$ cat config.mk
export PLATFORM = sky130hd
export DESIGN_NAME = down_counter
export DESIGN_NICKNAME = d
export VERILOG_FILES = /design/src/rtl/down_counter.sv
export SDC_FILE = /design/constraint.sdc
export NUM_CORES = 1
export LEC_CHECK = 0
export CAP_MARGIN = 25
export CORE_MARGIN = 3
export CORE_UTILIZATION = 40
export DETAILED_ROUTE_END_ITERATION = 8
export PLACE_DENSITY = 0.65
export RECOVER_POWER = 100
export SKIP_CTS_REPAIR_TIMING = 1
export SYNTH_ARGS = -nofsm -noshare
export SYNTH_HDL_FRONTEND = slang
export SYNTH_SLANG_ARGS = --single-unit
$ cat constraint.sdc
create_clock -name clk -period 1.8 [get_ports clk]
set_input_delay 0.18 -clock clk [delete_from_list [all_inputs] [get_ports clk]]
set_output_delay 0.18 -clock clk [all_outputs]
set_load 0.005 [all_outputs]
$ cat src/rtl/down_counter.sv
// Loadable down-counter with one-shot or auto-reload terminal count.
// Emits a one-cycle borrow pulse and registered busy/done status flags.
//
// state | meaning
// IDLE  | nothing loaded (or zero loaded); count held at 0
// RUN   | counting down on en; busy high
// DONE  | one-shot expired; count held at 0, done high until next load
module down_counter #(
  parameter int N_BITS = 8
) (
  input  logic              clk,
  input  logic              syn_rst,
  input  logic              load,
  input  logic [N_BITS-1:0] load_value,
  input  logic              en,
  input  logic              auto_reload,
  output logic [N_BITS-1:0] count,
  output logic              borrow,
  output logic              busy,
  output logic              done
);

  typedef enum logic [1:0] {
    IDLE = 2'd0,
    RUN  = 2'd1,
    DONE = 2'd2
  } state_t;

  localparam logic [N_BITS-1:0] ZERO = '0;
  localparam logic [N_BITS-1:0] ONE  = N_BITS'(1);

  state_t            state;
  logic [N_BITS-1:0] reload_reg;

  always_ff @(posedge clk) begin
    if (syn_rst) begin
      state      <= IDLE;
      count      <= ZERO;
      reload_reg <= ZERO;
      borrow     <= 1'b0;
      busy       <= 1'b0;
      done       <= 1'b0;
    end else begin
      borrow <= 1'b0;
      if (load) begin
        count      <= load_value;
        reload_reg <= load_value;
        done       <= 1'b0;
        if (load_value != ZERO) begin
          state <= RUN;
          busy  <= 1'b1;
        end else begin
          state <= IDLE;
          busy  <= 1'b0;
        end
      end else begin
        case (state)
          RUN: begin
            if (en) begin
              if (count == ONE) begin
                borrow <= 1'b1;
                // reload_reg is never zero in RUN, so 0 never shows on count
                if (auto_reload) begin
                  count <= reload_reg;
                end else begin
                  count <= ZERO;
                  state <= DONE;
                  busy  <= 1'b0;
                  done  <= 1'b1;
                end
              end else if (count > ONE) begin
                count <= count - ONE;
              end
            end
          end
          DONE: begin
            count <= ZERO;
          end
          default: begin
            count <= ZERO;
            state <= IDLE;
            busy  <= 1'b0;
            done  <= 1'b0;
          end
        endcase
      end
    end
  end

endmodule

==> results of run 1 <==
stage by stage:
step                cells  area, um^2  utilization [%]
floorplan             138        1140                -
global placement      201        1500             58.6
detailed placement    201        1500             58.6
CTS                   205        1550             60.4
global route          208        1600             62.5
finish                208        1600             62.5
final timing paths:
kind                   end  slack (ns)  cells after the start
max                   done       -0.25                      8
min          reload_reg[3]        0.46                      3
max reg2reg           done       -0.25                      8
min reg2reg  reload_reg[6]        0.48                      2
report_power, final:
part	internal, mW	switching (mW)
Sequential	0.469	0.0242
Combinational	0.164	0.161
Clock	0.170	0.153
Total	0.803	0.338
metal layers:
metal,global-route usage [%],vias to the layer above
li1,-,584
met1,25.0,538
met2,29.0,53
met3,4.61,10
met4,4.21,0
met5,0,-
synth_stat cells, types with 3 or more instances:
master | n | share of area, %
nor2_1 | 17 | 5.7
nor3_1 | 3 | 1.3
clkbuf_1 | 4 | 1.3
a311oi_1 | 5 | 3.9
dfxtp_1 | 20 | 36
nand2_1 | 18 | 6.0
a21oi_1 | 12 | 5.4
o21ai_0 | 6 | 2.7
nand2b_1 | 10 | 5.6
critical path, cell delays in order (launching register included):
cell	delay [ns]
dfxtp_4	0.37
inv_4	0.05
ha_4	0.11
or4b_4	0.47
nor4_4	0.23
buf_4	0.19
nand2_4	0.05
or3_4	0.35
a21boi_2	0.16
logic make-up after synthesis:
group,Yosys count
AO/OA/AOI/OAI,39
multiplexers,1
flip-flops,20
XOR/XNOR,1
AND/OR/NAND/NOR,65
buffers and inverters,10
adder cells (fa/ha/maj),2
layout make-up:
type                       count  share of cell area [%]
clock buffer                   4                    2.96
timing repair buffer          44                    23.5
sequential                    20                    25.4
tap                           30                    2.34
inverter                       2                   0.624
multi-input combinational    108                    45.2
==> flow_summary_export.csv, run 1 <==
group,metric,value,unit
route,routed_wl,3180,um
critical_path,worstPathMaxFanout,3,
placed_design,dp_hpwl,2330,um
critical_path,cp-startpoint,"count[1]",
sta,setup_viol,12,
power,power.leakage,0.613,nW
finish,layout_commonest_cell,"clkdlybuf4s50_1",
sta,setup_slack,-0.251,ns
clocking,path_clk_slew,0.12,ns
yosys,ys.flop_type,"dfxtp_1",
finish,num-fill-cells,228,
yosys,synth_cell_types,43,
yosys,ys_ff_latch,20,
route,drt_iter0_markers,54,
global_routing,grt_usage,18.3,%
critical_path,required,2.05,ns
placed_design,io_buffers,23,
yosys,syn_area,0.00112,mm^2
status,violations,"negative setup slack",
status,status,"complete, but fails checks",
yosys,synth_fa_ha_area_share,2.23,%
global_routing,grt_first_pass_wirelength,4890,um
finish,multiInputGateArea,724,um^2
finish,regArea,408,um^2
floorplanning,start_util,43.7,%
yosys,syn_area_per_cell,8.12,um^2
job,max-cap-violations,0,
floorplanning,core-area,0.00257,mm^2
critical_path,cp-end-kind,"register",
placed_design,place.gp.congestion,0.839,
sta,rsz0062_at_grt,"yes",
critical_path,worstSetupPathType,"register to register",
yosys,yosys_warnings,0,
route,post_drt_wl_per_cell,15.3,um
route,ant_nets,0,
floorplanning,rows,18,
clocking,htreeDepth,1,
yosys,muxShareOfSynthArea,0.893,%
route,wl_met3,235,um
yosys,seq_area_frac_synth,35.7,%
route,first_pass_iters,4,
sta,fin_crit_sh,114,%
sta,finalHoldViolCount,0,
critical_path,critPathLaunchType,"register",
yosys,synth-simple-area-share,31.9,%
global_routing,grt_start_max_net_pins,21,
clocking,cts-buffers-inserted,3,
route,wl_met2,1460,um
route,vias_per_cell,5.70,
route,topRoutingLayerUsed,"met4",
sta,slew_headroom,60.0,%
power,power_density,711,mW/mm^2
clocking,cts_max_path_buffers,2,
clocking,cts_root_buf,"clkbuf_4",
route,route.detailed.drc,0,
finish,area.growth.synth_to_final,43.1,%
sta,maxSlewViolCount,0,
finish,diodes,0,
sta,tightestPinTransition,0.600,ns
sta,hold_slack,0.458,ns
clocking,clock-sinks,20,
sta,timing.setup.tns,-1.83,ns
sta,fin_skew,0.000990,ns
clocking,cts_tree,"built",
yosys,synth_top_family_by_area,"simple AND/OR/NAND/NOR gates",
power,power.total,1.14,mW
finish,mostFrequentLayoutCells,"clkdlybuf4s50_1 (19), nand2_1 (18), dfxtp_1 (18)",
sta,max_freq,488,MHz
clocking,insertion_delay,0.31,ns
critical_path,regToRegStartpoint,"count[1]",
global_routing,antenna_found_initial,0,
route,drt-met1-wl,1420,um
finish,fin_nets,194,
floorplanning,die-area,0.00347,mm^2
yosys,syn_nets,153,
yosys,async_flop_share,0,%
power,vdd_drop_max,0.000694,V
worst_hold_path,worstHoldStart,"load_value[3]",
global_routing,grt_pass1_vias,1060,
yosys,synth_compound_area_share,24.2,%
global_routing,gr-total-overflow,0,
route,vias,1185,
yosys,synthXorXnorAreaFrac,0.781,%
placed_design,pre_cts_slack,-0.216,ns
worst_hold_path,hold_class,"input pin to register",
sta,period_needed,2.05,ns
floorplanning,fp.dieW,58.9,um
floorplanning,chipHeight,58.9,um
yosys,syn_inst,138,
yosys,synth_edf_count,0,
finish,drive_gt1_share,22.5,%
floorplanning,io_pins,24,
critical_path,arrival,2.30,ns
Power figures use the tool's default switching activity.
==> run 2: changes to the inputs <==
--- a/config.mk
+++ b/config.mk
@@ -9,6 +9,7 @@
 export CORE_MARGIN = 3
 export CORE_UTILIZATION = 40
 export DETAILED_ROUTE_END_ITERATION = 8
+export GPL_TIMING_DRIVEN = 1
 export PLACE_DENSITY = 0.65
 export RECOVER_POWER = 100
 export SKIP_CTS_REPAIR_TIMING = 1
==> results of run 2 <==
The final DEF is identical to that of run 1; final timing and power are the same.
